<file path="src/rtl/sprite_pixel_packer.sv">
// -----------------------------------------------------------------------------
// sprite_pixel_packer
//
// Packs a row-major stream of 4-bit palette indices for one sprite into 32-bit
// words and writes them into the sprite BRAM. Each word holds 8 pixels,
// LSB-first: pixel L lands in word L/8, bits [4*(L%8)+3 : 4*(L%8)]. This block
// is the write-side counterpart of the per-pixel nibble select done at display
// time.
//
// Ports
//   Clk        system clock, all state on the rising edge
//   Reset_n    asynchronous active-low reset
//   start      begin a sprite load (honoured only in IDLE)
//   abort      cancel the load in progress (honoured only in LOAD)
//   pix_valid  pix_data carries a valid palette index
//   pix_data   palette index of the current pixel
//   pix_ready  packer accepts a pixel this cycle (high throughout LOAD)
//   we         BRAM write enable, registered one-cycle pulse per word
//   waddr      BRAM word address, holds between writes
//   wdata      packed word, holds between writes
//   busy       high in LOAD and DONE
//   done       one-cycle pulse when the load completes
//   dbg_state  current FSM state (0 IDLE, 1 LOAD, 2 DONE)
//
// Handshake: a pixel is transferred on a rising edge where pix_valid and
// pix_ready are both high. pix_valid may be raised or dropped freely; pix_data
// is ignored whenever pix_valid is low. pix_ready does not depend on pix_valid.
// -----------------------------------------------------------------------------
module sprite_pixel_packer #(
  parameter int SPRITE_W  = 20,
  parameter int SPRITE_H  = 20,
  parameter int ADDR_W    = 6,
  parameter int BASE_ADDR = 0
) (
  input  logic              Clk,
  input  logic              Reset_n,
  input  logic              start,
  input  logic              abort,
  input  logic              pix_valid,
  input  logic [3:0]        pix_data,
  output logic              pix_ready,
  output logic              we,
  output logic [ADDR_W-1:0] waddr,
  output logic [31:0]       wdata,
  output logic              busy,
  output logic              done,
  output logic [1:0]        dbg_state
);

  localparam int TOTAL = SPRITE_W * SPRITE_H;
  // Counter must be able to hold TOTAL itself, not just TOTAL-1.
  localparam int CNT_W = $clog2(TOTAL + 1);
  localparam logic [CNT_W-1:0]  LAST_CNT   = CNT_W'(TOTAL - 1);
  localparam logic [ADDR_W-1:0] BASE_ADDRV = ADDR_W'(BASE_ADDR);

  typedef enum logic [1:0] {
    ST_IDLE = 2'd0,
    ST_LOAD = 2'd1,
    ST_DONE = 2'd2
  } state_t;

  state_t state_q, state_d;

  logic [31:0]       acc_q, acc_d;
  logic [2:0]        nib_idx_q, nib_idx_d;
  logic [CNT_W-1:0]  pix_cnt_q, pix_cnt_d;
  logic [ADDR_W-1:0] word_addr_q, word_addr_d;
  logic              we_q, we_d;
  logic [ADDR_W-1:0] waddr_q, waddr_d;
  logic [31:0]       wdata_q, wdata_d;

  logic        load_init;
  logic        xfer;
  logic        last_pix;
  logic        word_fire;
  logic [31:0] merged;

  // An abort in the same cycle as a valid pixel drops that pixel, so the
  // transfer is qualified with !abort.
  assign load_init = (state_q == ST_IDLE) && start;
  assign xfer      = (state_q == ST_LOAD) && pix_valid && !abort;
  assign last_pix  = (pix_cnt_q == LAST_CNT);
  assign word_fire = xfer && ((nib_idx_q == 3'd7) || last_pix);

  // Nibbles above nib_idx are always zero in the accumulator, so OR-ing the
  // new nibble in is enough; this also zero-fills a final partial word.
  assign merged = acc_q | ({28'd0, pix_data} << {nib_idx_q, 2'b00});

  // ---------------------------------------------------------------------------
  // FSM: state register
  // ---------------------------------------------------------------------------
  always_ff @(posedge Clk or negedge Reset_n) begin
    if (!Reset_n) begin
      state_q <= ST_IDLE;
    end else begin
      state_q <= state_d;
    end
  end

  // ---------------------------------------------------------------------------
  // FSM: next-state logic
  // ---------------------------------------------------------------------------
  always_comb begin
    state_d = state_q;
    unique case (state_q)
      ST_IDLE: begin
        if (start) state_d = ST_LOAD;
      end
      ST_LOAD: begin
        // abort wins over completion of the final pixel
        if (abort)                 state_d = ST_IDLE;
        else if (xfer && last_pix) state_d = ST_DONE;
      end
      ST_DONE: begin
        state_d = ST_IDLE;
      end
      default: begin
        state_d = ST_IDLE;
      end
    endcase
  end

  // ---------------------------------------------------------------------------
  // FSM: output logic
  // ---------------------------------------------------------------------------
  always_comb begin
    pix_ready = 1'b0;
    busy      = 1'b0;
    done      = 1'b0;
    unique case (state_q)
      ST_IDLE: begin
        pix_ready = 1'b0;
        busy      = 1'b0;
      end
      ST_LOAD: begin
        pix_ready = 1'b1;
        busy      = 1'b1;
      end
      ST_DONE: begin
        busy = 1'b1;
        done = 1'b1;
      end
      default: begin
        pix_ready = 1'b0;
      end
    endcase
  end

  assign dbg_state = state_q;

  // ---------------------------------------------------------------------------
  // Datapath: accumulator, counters and BRAM write port
  // ---------------------------------------------------------------------------
  always_comb begin
    acc_d       = acc_q;
    nib_idx_d   = nib_idx_q;
    pix_cnt_d   = pix_cnt_q;
    word_addr_d = word_addr_q;
    we_d        = 1'b0;
    waddr_d     = waddr_q;
    wdata_d     = wdata_q;

    if (load_init) begin
      acc_d       = 32'd0;
      nib_idx_d   = 3'd0;
      pix_cnt_d   = '0;
      word_addr_d = BASE_ADDRV;
    end else if (xfer) begin
      pix_cnt_d = pix_cnt_q + CNT_W'(1);
      if (word_fire) begin
        // Write goes out with the current nibble already included; the
        // accumulator restarts empty so there is no stall between words.
        we_d        = 1'b1;
        waddr_d     = word_addr_q;
        wdata_d     = merged;
        acc_d       = 32'd0;
        nib_idx_d   = 3'd0;
        word_addr_d = word_addr_q + ADDR_W'(1);
      end else begin
        acc_d     = merged;
        nib_idx_d = nib_idx_q + 3'd1;
      end
    end else if ((state_q == ST_LOAD) && abort) begin
      // Partial word is thrown away; nothing is written.
      acc_d     = 32'd0;
      nib_idx_d = 3'd0;
    end
  end

  always_ff @(posedge Clk or negedge Reset_n) begin
    if (!Reset_n) begin
      acc_q       <= 32'd0;
      nib_idx_q   <= 3'd0;
      pix_cnt_q   <= '0;
      word_addr_q <= BASE_ADDRV;
      we_q        <= 1'b0;
      waddr_q     <= '0;
      wdata_q     <= 32'd0;
    end else begin
      acc_q       <= acc_d;
      nib_idx_q   <= nib_idx_d;
      pix_cnt_q   <= pix_cnt_d;
      word_addr_q <= word_addr_d;
      we_q        <= we_d;
      waddr_q     <= waddr_d;
      wdata_q     <= wdata_d;
    end
  end

  assign we    = we_q;
  assign waddr = waddr_q;
  assign wdata = wdata_q;

endmodule

</file>
<file path="config.mk">
export PLATFORM = sky130hd
export DESIGN_NAME = sprite_pixel_packer
export DESIGN_NICKNAME = d
export VERILOG_FILES = /design/src/rtl/sprite_pixel_packer.sv
export SDC_FILE = /design/constraint.sdc
export NUM_CORES = 1
export LEC_CHECK = 0
export BUFFER_PORTS_ARGS = -buffer_cell sky130_fd_sc_hd__buf_2
export CORE_ASPECT_RATIO = 0.7
export CORE_MARGIN = 4
export CORE_UTILIZATION = 58
export DETAILED_ROUTE_END_ITERATION = 8
export GPL_TIMING_DRIVEN = 0
export PLACE_DENSITY = 0.8
export SYNTH_ARGS = -nofsm -noshare
export SYNTH_HDL_FRONTEND = slang
export SYNTH_SLANG_ARGS = --single-unit
</file>
<file path="constraint.sdc">
create_clock -name Clk -period 2.2 [get_ports Clk]
set_input_delay 0.66 -clock Clk [delete_from_list [all_inputs] [get_ports Clk]]
set_output_delay 0.66 -clock Clk [all_outputs]
set_load 0.1 [all_outputs]
</file>
# After elaboration in Yosys (flattened, before gate mapping)
# Cells that the tools add are included.
[word_totals]
memories = 0
ff_bits = 91
mem_bits_ro = 0
out_inout_bits = 44
word_cells = 59
latch_bits = 0
ram_bits = 0
[op_classes]
eq_ne = 6
div_mod_pow = 0
mul = 0
n_reduce_logical = 16
bitwise = 2
order_cmp = 0
mux = 23
n_addsub = 3
n_shift = 1
[op_table]
columns = ["op", "n"]
rows = [
  ["32-bit 2-to-1 mux", 4],
  ["32-bit bitwise OR", 1],
  ["4-bit by 5-bit << shifter with 32-bit output", 1],
  ["6-bit 2-to-1 mux", 3],
  ["9-bit 2-to-1 mux", 2],
  ["3-bit 2-to-1 mux", 4],
  ["9-bit by 1-bit adder with 9-bit output, second input constant", 1],
  ["9-bit == test, second input constant", 1],
  ["6-bit by 1-bit adder with 6-bit output, second input constant", 1],
  ["1-bit logical AND", 6],
  ["1-bit 2-to-1 mux", 6],
  ["2-bit 2-to-1 mux", 3],
  ["2-bit case mux with 2 select lines", 1],
  ["2-bit AND reduction", 2],
  ["2-bit nonzero test", 2],
  ["3-bit by 1-bit adder with 3-bit output, second input constant", 1],
  ["3-bit == test, second input constant", 1],
  ["3-bit by 2-bit inequality test with 1-bit output, second input constant", 1],
  ["3-bit AND reduction", 1],
  ["3-bit nonzero test", 1],
  ["2-bit by 1-bit == test with 1-bit output, second input constant", 1],
  ["2-bit == test, second input constant", 1],
  ["2-bit zero test", 1],
  ["2-bit inequality test, second input constant", 1],
  ["4 further kinds", 4],
]

# Longest topological paths before layout
[depth]
word_depth = 7
depth_mapped = 9
mapped_depth_nobuf = 6

# Least setup slack after synthesis
# No wires, ideal clock.
[synth_timing]
path_kind = "register -> register"
from = "register state_q[0] (netlist: dbg_state[0])"
to = "register waddr_q[0] (netlist: waddr[0])"
slack_ns = -1.104
path_buffers = 2
t_arrival_ns = 3.179
required_time_ns = 2.075
setup_ns = 0.125
stages_incl_launch_ff = 8
synth_period_minus_slack_ns = 3.304
path_cell_list = "dfrtp_1 ha_1 nor2b_1 buf_2 nand4_4 a21oi_4 buf_6 mux2_2"
[synth_between]
elab_chain_len = 5
word_cells_on_any_way = 8
[synth_lines]
columns = ["element", "line_no", "rtl"]
rows = [
  ["from (decl)", "62", "state_t state_q, state_d;"],
  ["from (signal assigned)", "96", "state_q <= state_d;"],
  ["2-bit by 1-bit == test with 1-bit output", "81", "assign xfer = (state_q == ST_LOAD) && pix_valid && !abort;"],
  ["1-bit logical AND (2 in series)", "81", ""],
  ["1-bit logical AND", "83", "assign word_fire = xfer && ((nib_idx_q == 3'd7) || last_pix);"],
  ["3-bit AND reduction (no line) *", "--", ""],
  ["to (signal assigned)", "205", "waddr_q <= waddr_d;"],
  ["to (decl)", "69", "logic [ADDR_W-1:0] waddr_q, waddr_d;"],
]
# Every way passes the cells marked *; elsewhere a longest branch is shown, timed or not.
# A chain may end at the register's enable or synchronous reset.

# Worst setup path in the final report
[layout_timing]
from = "register state_q[0] (netlist: dbg_state[0])"
to = "output busy"
[layout_between]
elab_chain_len = 3
word_cells_on_any_way = 4
[layout_lines]
columns = ["element", "line_no", "rtl"]
rows = [
  ["2-bit by 1-bit == test with 1-bit output or 2-bit == test (tied branches)", "130", "unique case (state_q)"],
  ["2-bit OR reduction (no line) *", "--", ""],
  ["1-bit 2-to-1 mux *", "130", ""],
  ["to (decl)", "45", "output logic busy,"],
]
# Marked as above.

==> flow_summary.toml <==
[global_route]
grt_pass1_wl_um = 15600
grt_usage_pct = 23.5
grt_pass1_vias = 3122
grt_max_degree = 48
antenna_found_initial = 0
grt.overflow.total = 0

[logic_synthesis]
ys_async_sr_fraction_pct = 100
synth_top_area_share_pct = 54.5
synthFlopType = "dfrtp_1"
synth_area_mm2 = 0.00418
synth_edf_count = 0
ys_seq_elements = 91
avgSynthCellArea_um2 = 10.9
yosys.area.top_type = "dfrtp_1"
yosysSeqAreaShare_pct = 54.5
syn-num-nets = 399
synthCells = 383
synth_cell_types = 47
synth.area.top_cells = "dfrtp_1 54%, mux2i_1 7.9%, a21oi_1 4.5%"
synth_warnings = 0

[sta]
setup_viol = 0
finClkSkew_ps = 7.21
setup_slack_ps = 49.4
finalCriticalPeriod_ps = 2150
final_max_slew_viol_count = 0
period_share_pct = 97.8
tightest_slew_ps = 921
slew_headroom_pct = 38.5
max_freq_ghz = 0.465
hold_violations = 0

[setup_path]
rr_endpoint = "acc_q[22]$_DFFE_PN0P_"
critPathMaxStageDelay_ps = 520
cp_data_required_time_ps = 1540
worstPathCellList = "inv_1 -> ha_2 -> buf_6"
r2r_slack_ps = 60
cp_slowest_cell = "dfrtp_4"
rr_worst_depth = 7
critPathLaunchType = "flop"
worstSetupPathType = "reg -> out"
r2r_start = "dbg_state[0]$_DFFE_PN0P_"
cp-end-kind = "primary output"
cp_max_fo = 4
cp_top_family = "flip-flops"
cp.arrival_ps = 1490
worst-path-buf-inv = 2

[floorplan]
fp.coreArea_mm2 = 0.00688
dieArea_mm2 = 0.00865
rows = 25
chipWidth_um = 109
initial_core_util_pct = 60.8
die_h_um = 79.0
ios = 53

[clocking]
cts_sinks = 91
postCtsHoldBufs = 0
tritoncts = "yes"
clk_path_buf_depth = 2
cts-root-buf = "clkbuf_8"
htree_num_levels = 3
clock_latency_ps = 360
cts_buffers = 9
path_clk_slew_ps = 80

[power_and_ir_drop]
powerDensity_mw_per_mm2 = 754
p_leak_nw = 2.28
ir_worst_vdd_mv = 0.388
totalPowerFinal_mw = 3.72

[final_layout]
nets = 467
nFillCells = 502
synthToLayoutAreaGrowth_pct = 18.0
drive_gt1_share_pct = 23.9
n_antenna_cell = 0

[placement]
dp_slack_ps = -115
hpwlAfterDp_um = 6580
port_buffers = 51
gp_congestion = 0.855

[route]
ant_nets = 0
num_vias = 3184
wl_per_cell_um = 17.5
drt-total-wl_um = 9600
dr.first_iter.drc_count = 200
viasPerCell = 5.79
dr.pass1.iters = 5
post-route-drc-count = 0

[status]
status = "complete, no violations"

[min_path]
hold_class = "in -> async"

[job]
cap_violations = 0
==> synth_stat cells (all sizes together), types with 3 or more instances <==
cell,count
nor2b,3
mux2,7
ha,7
dfrtp,91
or3,3
xnor2,3
mux2i,33
a21oi,39
clkbuf,8
nand3,7
nand2,11
buf,16
xor2,3
nor3,7
a32o,9
nor4b,4
inv,35
nand4,5
nor3b,4
nor2,33
o21ai,7
and3,3
a31oi,24
==> timing repair <==
item                                    in CTS  in global routing
buffers inserted                             0                  6
pin swaps                                    0                  1
resized for setup                            4                 13
endpoints found under the setup margin      17                 51
==> how the worst max path moves through the flow <==
| stage | startpoint | slack (ps) | cells past startpoint | to |
|---|---|---|---|---|
| 6_report | dbg_state[0]$_DFFE_PN0P_ | 50 | 3 | busy |
| 5_1_grt | dbg_state[1]$_DFFE_PN0P_ | -30 | 9 | wdata[8]$_DFFE_PN0P_ |
| 4_1_cts | dbg_state[0]$_DFFE_PN0P_ | -9 | 7 | acc_q[9]$_DFFE_PN0P_ |
| 3_5_place_dp | pix_valid | -110 | 7 | wdata[13]$_DFFE_PN0P_ |
| 3_3_place_gp | Reset_n | -600 | 1 | dbg_state[1]$_DFFE_PN0P_ |
| 2_1_floorplan | dbg_state[1]$_DFFE_PN0P_ | -110 | 8 | waddr[0]$_DFFE_PN0P_ |
==> worst register-to-register path, delay by kind of cell (launching register included) <==
family	cells	cell delay (ps)
DFF	1	460
buffers and inverters	2	300
AOI/OAI and AO/OA	1	170
and+or+nand+nor	3	930
adders and majority gates	1	210
==> cells in the final DEF (no fill, tap or decap), drive strengths merged, types with 3 or more instances in the layout <==
master	Yosys	layout
or3	3	3
a32o	9	9
dfrtp	91	91
clkinvlp	0	3
nand2	11	11
nor2	33	33
mux2	7	7
nor2b	3	3
nor3b	4	4
o21ai	7	7
nand4	5	5
xnor2	3	3
and3	3	3
a21oi	39	39
xor2	3	3
clkbuf	8	24
a31oi	24	24
nor4b	4	4
nor3	7	7
mux2i	33	33
inv	35	35
buf	16	70
ha	7	7
nand3	7	7
==> per-stage QoR <==
| stage | hold slack (ps) | TNS (ps) | util [%] | cell area, µm² | instances |
|---|---|---|---|---|---|
| finish | 293 | 0 | 71.7 | 4930 | 550 |
| global route | 326 | -506 | 71.7 | 4930 | 550 |
| detailed placement | 483 | -1170 | 67.5 | 4650 | 529 |
| global placement | 474 | -28860 | 67.1 | 4620 | 528 |
| floorplan | 364 | -2300 | - | 4240 | 383 |
| CTS | 305 | -14.9 | 70.4 | 4840 | 545 |
==> routing by layer <==
metal	up-vias	GRT usage, %	share of wire [%]
met5	-	0	0
met4	0	7.10	0.90
met3	15	6.17	5.7
met2	93	36.3	48
met1	1585	32.8	45
li1	1491	-	-
==> power breakdown <==
part / internal (mW) / total [mW] / switching, mW / leakage [nW]
clock: 0.473 / 1.04 / 0.562 / 0.0819
combinational: 0.262 / 0.910 / 0.648 / 1.10
sequential: 1.73 / 1.77 / 0.0483 / 1.10
total: 2.46 / 3.72 / 1.26 / 2.28
==> sequential cells by signal, summed over array words and instances (netlist names) <==
name         flops
we               1
nib_idx_q        3
wdata           32
dbg_state        2
acc_q           32
waddr            6
pix_cnt_q        9
word_addr_q      6
==> layout make-up <==
cell class | instances | area [µm²] | share of cell area [%]
buffer | 23 | 153 | 3.09
clock buffer | 13 | 159 | 3.22
clock inverter | 3 | 22.5 | 0.457
inverter | 35 | 134 | 2.71
multi-input combinational | 233 | 1720 | 34.9
sequential | 91 | 2280 | 46.3
tap | 94 | 118 | 2.38
timing repair buffer | 58 | 342 | 6.92
==> cells by family (layout without fill, tap and decap cells) <==
group	Yosys count	in the layout	synth area share [%]
muxes	40	40	9.78
and+or+nand+nor	89	89	12.2
xor gates and xnor gates	6	6	1.26
buffers and inverters	59	132	6.34
DFF	91	91	54.5
adders and majority gates	7	7	2.09
AOI/OAI and AO/OA	91	91	13.9
No activity file was read; power rests on OpenSTA's default activity.
